**src/rtl/tdm_pkg.sv**
```systemverilog
// Shared types and frame geometry for the TDM demux and its slot counter.
// Defining TDM_PARITY_EN adds a ninth (even-parity) slot to every frame.
package tdm_pkg;

    typedef enum logic [0:0] {
        StHunt,
        StRun
    } tdm_state_e;

`ifdef TDM_PARITY_EN
    localparam int unsigned NUM_SLOTS = 9;
    localparam int unsigned SLOT_W    = 4;
`else
    localparam int unsigned NUM_SLOTS = 8;
    localparam int unsigned SLOT_W    = 3;
`endif

    // Bits held before commit; the final data bit is taken straight from the wire.
    localparam int unsigned SHADOW_W = NUM_SLOTS - 1;

    localparam logic [SLOT_W-1:0] LAST_SLOT = SLOT_W'(NUM_SLOTS - 1);

endpackage

```
**src/rtl/tdm_slot_counter.sv**
```systemverilog
// Slot position counter for a TDM frame: load-to-1 on sync, clear, wrap after
// the last slot, and hold whenever the current cycle carries no valid bit.
module tdm_slot_counter
    import tdm_pkg::*;
(
    input  logic              clk_i,
    input  logic              rst_i,
    input  logic              valid_i,
    input  logic              load_i,
    input  logic              clear_i,
    input  logic              inc_i,
    output logic [SLOT_W-1:0] slot_o
);

    logic [SLOT_W-1:0] slot_d, slot_q;

    always_comb begin
        slot_d = slot_q;
        if (valid_i) begin
            if (clear_i) begin
                slot_d = '0;
            end else if (load_i) begin
                slot_d = SLOT_W'(1);
            end else if (inc_i) begin
                slot_d = (slot_q == LAST_SLOT) ? '0 : slot_q + SLOT_W'(1);
            end
        end
    end

    always_ff @(posedge clk_i or posedge rst_i) begin
        if (rst_i) begin
            slot_q <= '0;
        end else begin
            slot_q <= slot_d;
        end
    end

    assign slot_o = slot_q;

endmodule

```
**src/rtl/tdm_demux_1x8.sv**
```systemverilog
// Receive side of the 8:1 TDM link: locks on frame_sync and commits eight lanes per frame.
// Optional TDM_PARITY_EN adds a parity slot and the parity_err output.
module tdm_demux_1x8
    import tdm_pkg::*;
#(
    parameter logic [7:0]  OUT_RESET  = 8'h00,
    parameter int unsigned MAX_MISSES = 2
) (
    input  logic              clk,
    input  logic              reset,
    input  logic              in,
    input  logic              in_valid,
    input  logic              frame_sync,
    output logic              out0,
    output logic              out1,
    output logic              out2,
    output logic              out3,
    output logic              out4,
    output logic              out5,
    output logic              out6,
    output logic              out7,
    output logic              frame_valid,
    output logic [SLOT_W-1:0] slot,
    output logic              locked,
    output logic              sync_err
`ifdef TDM_PARITY_EN
    ,
    output logic              parity_err
`endif
);

    localparam logic [2:0] MaxMiss = 3'(MAX_MISSES);

    tdm_state_e          state_d, state_q;
    logic [SHADOW_W-1:0] shadow_d, shadow_q;
    logic [2:0]          miss_d, miss_q;
    logic [2:0]          miss_inc;
    logic [7:0]          out_d, out_q;
    logic                frame_valid_d, frame_valid_q;
    logic                sync_err_d, sync_err_q;
    logic                parity_err_d, parity_err_q;
    logic [SLOT_W-1:0]   slot_q;
    logic                cnt_load, cnt_clear, cnt_inc;

    tdm_slot_counter u_slot_counter (
        .clk_i   (clk),
        .rst_i   (reset),
        .valid_i (in_valid),
        .load_i  (cnt_load),
        .clear_i (cnt_clear),
        .inc_i   (cnt_inc),
        .slot_o  (slot_q)
    );

    assign miss_inc = miss_q + 3'd1;

    always_comb begin
        state_d       = state_q;
        shadow_d      = shadow_q;
        miss_d        = miss_q;
        out_d         = out_q;
        frame_valid_d = 1'b0;
        sync_err_d    = 1'b0;
        parity_err_d  = 1'b0;
        cnt_load      = 1'b0;
        cnt_clear     = 1'b0;
        cnt_inc       = 1'b0;

        if (in_valid) begin
            unique case (state_q)
                StHunt: begin
                    if (frame_sync) begin
                        shadow_d[0] = in;
                        cnt_load    = 1'b1;
                        miss_d      = '0;
                        state_d     = StRun;
                    end
                end
                StRun: begin
                    if (slot_q == '0 && !frame_sync) begin
                        // Missing marker: flywheel on the expected position until too many misses.
                        sync_err_d = 1'b1;
                        if (miss_inc >= MaxMiss) begin
                            state_d   = StHunt;
                            cnt_clear = 1'b1;
                            miss_d    = '0;
                        end else begin
                            miss_d      = miss_inc;
                            shadow_d[0] = in;
                            cnt_load    = 1'b1;
                        end
                    end else if (frame_sync) begin
                        // Marker at slot 0 is normal; anywhere else drops the partial frame.
                        sync_err_d  = (slot_q != '0);
                        shadow_d[0] = in;
                        cnt_load    = 1'b1;
                        miss_d      = '0;
                    end else if (slot_q == LAST_SLOT) begin
                        cnt_inc = 1'b1;
`ifdef TDM_PARITY_EN
                        if ((^shadow_q) == in) begin
                            out_d         = shadow_q;
                            frame_valid_d = 1'b1;
                        end else begin
                            parity_err_d = 1'b1;
                        end
`else
                        out_d         = {in, shadow_q};
                        frame_valid_d = 1'b1;
`endif
                    end else begin
                        cnt_inc = 1'b1;
                        for (int unsigned k = 1; k < SHADOW_W; k++) begin
                            if (slot_q == SLOT_W'(k)) begin
                                shadow_d[k] = in;
                            end
                        end
                    end
                end
                default: state_d = StHunt;
            endcase
        end
    end

    always_ff @(posedge clk or posedge reset) begin
        if (reset) begin
            state_q       <= StHunt;
            shadow_q      <= '0;
            miss_q        <= '0;
            out_q         <= OUT_RESET;
            frame_valid_q <= 1'b0;
            sync_err_q    <= 1'b0;
            parity_err_q  <= 1'b0;
        end else begin
            state_q       <= state_d;
            shadow_q      <= shadow_d;
            miss_q        <= miss_d;
            out_q         <= out_d;
            frame_valid_q <= frame_valid_d;
            sync_err_q    <= sync_err_d;
            parity_err_q  <= parity_err_d;
        end
    end

    assign {out7, out6, out5, out4, out3, out2, out1, out0} = out_q;

    assign frame_valid = frame_valid_q;
    assign slot        = slot_q;
    assign locked      = (state_q == StRun);
    assign sync_err    = sync_err_q;

`ifdef TDM_PARITY_EN
    assign parity_err = parity_err_q;
`else
    logic unused_parity;
    assign unused_parity = parity_err_q;
`endif

endmodule

```
**config.mk**
```make
export PLATFORM = sky130hd
export DESIGN_NAME = tdm_demux_1x8
export DESIGN_NICKNAME = d
export VERILOG_FILES = /design/src/rtl/tdm_pkg.sv /design/src/rtl/tdm_slot_counter.sv /design/src/rtl/tdm_demux_1x8.sv
export SDC_FILE = /design/constraint.sdc
export NUM_CORES = 1
export LEC_CHECK = 0
export ABC_AREA = 1
export BUFFER_PORTS_ARGS = -buffer_cell sky130_fd_sc_hd__buf_4
export CORE_MARGIN = 2
export CORE_UTILIZATION = 45
export CTS_BUF_LIST = sky130_fd_sc_hd__clkbuf_2 sky130_fd_sc_hd__clkbuf_4 sky130_fd_sc_hd__clkbuf_8
export DETAILED_ROUTE_END_ITERATION = 12
export GPL_TIMING_DRIVEN = 0
export PLACE_DENSITY = 0.75
export SETUP_SLACK_MARGIN = 0.2
export SYNTH_ARGS = -nofsm -noshare
export SYNTH_HDL_FRONTEND = slang
export SYNTH_HIERARCHICAL = 1
export SYNTH_SLANG_ARGS = --single-unit
```
**constraint.sdc**
```tcl
create_clock -name clk -period 5.8 [get_ports clk]
set_clock_uncertainty 0.1 [all_clocks]
set_input_delay 0.58 -clock clk [delete_from_list [all_inputs] [get_ports clk]]
set_output_delay 0.58 -clock clk [all_outputs]
set_load 0.05 [all_outputs]
```
==> qor.csv <==
metric,value,unit
r2r_start,u_slot_counter/slot_o[0],
worstMarginPinSlew,0.786,ns
coreArea,0.00271,mm²
post_synth_num_cell_types,19,
cts_root_cell,sky130_fd_sc_hd__clkbuf_4,
fp-row-count,19,
crit_path_max_incr_delay,0.53,ns
slew_headroom,47.6,%
start_util,46.5,%
rd_place_congestion,0.846,
post_synth_net_total,161,
clock-sinks,24,
final_worst_slack,3.44,ns
synth_top_area_share,47.6,%
synth_fa_ha_area_share,6.94,%
globalRouteTotalUtil,15.6,%
footprint_of_the_multi_input_gates,548,µm²
layout-area-overhead-vs-synth,15.6,%
synth_area_per_cell,8.46,µm²
post_route_cells_drive_above_1_share,22.9,%
final_max_slew_viol_count,0,
path_clk_slew,0.12,ns
antenna_found_initial,0,
reg2reg_setup_slack,3.44,ns
route.detailed.drc,0,
dominant_combinational_cell_family_by_area_after_synthesis,simple AND/OR/NAND/NOR gates,
route.antenna.remaining_nets,0,
nets,184,
synth.yosys.seq_area_share,47.6,%
maximum_achievable_frequency,0.424,GHz
crit_type,flop to flop,
overflow,0,
cts_htree_levels,1,
global_route_wire_length_before_repair,4040,µm
post_synth_inst_count,149,
yosys.area_share.xor_xnor,0,%
hold_path_class,input port to asynchronous set/reset pin,
yosys.area_share.simple,27.4,%
ff2ff_path_depth,15,
drt-initial-drc-count,21,
cts_setup_buffers,0,
rsz_0062_raised_after_global_routing,false,
pin_count_of_the_biggest_net_entering_global_routing,22,
seq_area,601,µm²
synthMuxAreaShare,0,%
power,515,µW
yosysWarnings,6,
status,finished clean,
filler_cell_count,263,
final-setup-viol-count,0,
powerDensity,353,mW/mm²
hold_violations,0,
tritoncts,yes,
cts_max_path_buffers,2,
cts.hold.buffers_added,0,
final.period_utilization,40.7,%
r2r-end,u_slot_counter/slot_o[1],
final.min_clock_period,2.36,ns
ir_worst_vdd,0.261,mV
detailedPlacementHpwl,1750,µm
critical_path.slowest_cell,sky130_fd_sc_hd__dfrtp_1,
yosysTopAreaCell,sky130_fd_sc_hd__dfrtp_1,
critPathRequiredTime,5.91,ns
critical_path.cell_chain,"inv_1, nand2_1, nor2_1, ha_1, nand2_1, inv_1, nand2_1, nand2_1, inv_1, a21oi_1, nor2_2, nand2_2, nand2_2, nand2_1, nand2_1",
antenna_cells,0,
startpoint_type,flop,
design.die.area,0.00324,mm²
max_cap_viol_count,0,
ys_seq_elements,24,
insertion_delay,0.30,ns
die_height,56.9,µm
detail_route.first_pass.iterations,4,
crit_path_end_kind,flop,
synth.area.top_cells,"sky130_fd_sc_hd__dfrtp_1 48%, sky130_fd_sc_hd__nand2_1 11%, sky130_fd_sc_hd__inv_1 8.0%",
synth_compound_area_share,9.13,%
die_width,56.9,µm
detailedPlace.worstSlack,3.46,ns
vias_per_cell,4.90,
cts_inserted_buffers,3,
route.final.wire_length,2220,µm
worstPathMaxFanout,9,
critical_path_arrival,2.47,ns
leakage_power_total,0.792,nW
vias,984,
wire_per_inst,11.0,µm
post_synth_instance_area,0.00126,mm²
path_common_cell,sky130_fd_sc_hd__nand2_1,
port-buffer-count,18,
boundaryPins,19,
first_global_vias,1012,
final.setup.tns,0,ns
post_cts_resized,0,
[metal layers]
| layer | up-vias | global-route usage [%] | wire length (µm) |
|---|---|---|---|
| met1 | 451 | 17.3 | 989 |
| met4 | 0 | 5.65 | 27 |
| li1 | 506 | - | - |
| met5 | - | 0 | 0 |
| met3 | 5 | 2.72 | 80 |
| met2 | 22 | 29.7 | 1120 |
[synth_stat cells (all sizes together)]
cell	number
a21oi	3
and2	1
buf	1
dfrtp	24
ha	7
inv	27
nand2	42
nand3	8
nand3b	1
nand4	4
nor2	15
nor4	1
o21ai	14
or2	1
[cell usage in the layout (no fill, tap or decap)]
cell type,n
sky130_fd_sc_hd__nor2_1,12
sky130_fd_sc_hd__o21ai_2,8
sky130_fd_sc_hd__and2_1,1
sky130_fd_sc_hd__nor4_1,1
sky130_fd_sc_hd__inv_1,27
sky130_fd_sc_hd__nand4_4,1
sky130_fd_sc_hd__nand2_2,5
sky130_fd_sc_hd__nand3_1,8
sky130_fd_sc_hd__or2_0,1
sky130_fd_sc_hd__o21ai_0,6
sky130_fd_sc_hd__nand3b_1,1
sky130_fd_sc_hd__a21oi_1,3
sky130_fd_sc_hd__nor2_4,1
sky130_fd_sc_hd__clkbuf_4,3
sky130_fd_sc_hd__nand2_1,37
sky130_fd_sc_hd__nor2_2,2
sky130_fd_sc_hd__dfrtp_1,24
sky130_fd_sc_hd__ha_1,7
sky130_fd_sc_hd__nand4_1,3
sky130_fd_sc_hd__buf_4,18
sky130_fd_sc_hd__buf_6,1
[flip-flops by register name, indices dropped and copies added, names as in the netlist]
| register | flops |
|---|---|
| sync_err | 1 |
| frame_valid | 1 |
| miss_q | 3 |
| out_q | 8 |
| u_slot_counter/slot_o | 3 |
| shadow_q | 7 |
| locked | 1 |
[stage by stage]
stage	hold slack, ns	instance area, µm²	util (%)	std cells
6_report	0.0262	1460	53.8	201
5_1_grt	0.0227	1460	53.8	201
4_1_cts	0.0243	1460	53.8	201
3_5_place_dp	0.359	1440	53.0	198
3_3_place_gp	0.356	1440	53.0	198
2_1_floorplan	0.234	1260	-	149
[worst max-delay path by stage]
stage | startpoint | endpoint | slack [ns] | depth (start not counted)
6_report | u_slot_counter/slot_o[0] | u_slot_counter/slot_o[1] | 3.44 | 15
5_1_grt | u_slot_counter/slot_o[0] | u_slot_counter/slot_o[0] | 3.25 | 15
4_1_cts | u_slot_counter/slot_o[0] | u_slot_counter/slot_o[1] | 3.43 | 15
3_5_place_dp | u_slot_counter/slot_o[0] | u_slot_counter/slot_o[1] | 3.46 | 15
3_3_place_gp | u_slot_counter/slot_o[0] | u_slot_counter/slot_o[0] | 3.59 | 15
2_1_floorplan | u_slot_counter/slot_o[0] | u_slot_counter/slot_o[0] | 3.55 | 15
[critical path: cells and delay by family (launching register included)]
kind | cells | cell delay (ns)
AO/OA/AOI/OAI | 1 | 0.22
adder cells (fa/ha/maj) | 1 | 0.23
buffers and inverters | 3 | 0.30
flip-flops | 1 | 0.53
AND/OR/NAND/NOR | 10 | 0.89
[final cells by class]
cell class	instances	area share (%)
Timing Repair Buffer	18	9.27
Sequential cell	24	41.2
Inverter	27	6.95
Multi-Input combinational cell	97	37.6
Tap cell	31	2.66
Buffer	1	0.773
Clock buffer	3	1.55
[logic make-up (layout without fill, tap and decap cells)]
| family | Yosys count | after routing |
|---|---|---|
| compound gates | 17 | 17 |
| simple gates | 73 | 73 |
| flops | 24 | 24 |
| buf+inv | 28 | 49 |
| fa+ha+maj | 7 | 7 |
[power by group]
part           internal (mW)  total [mW]  switching (mW)  leakage, nW
registers              0.195       0.231          0.0352        0.319
logic                 0.0664       0.214           0.148        0.459
clock network         0.0243      0.0702          0.0459       0.0138
total                  0.286       0.515           0.229        0.792
(Power assumes the default switching activity.)
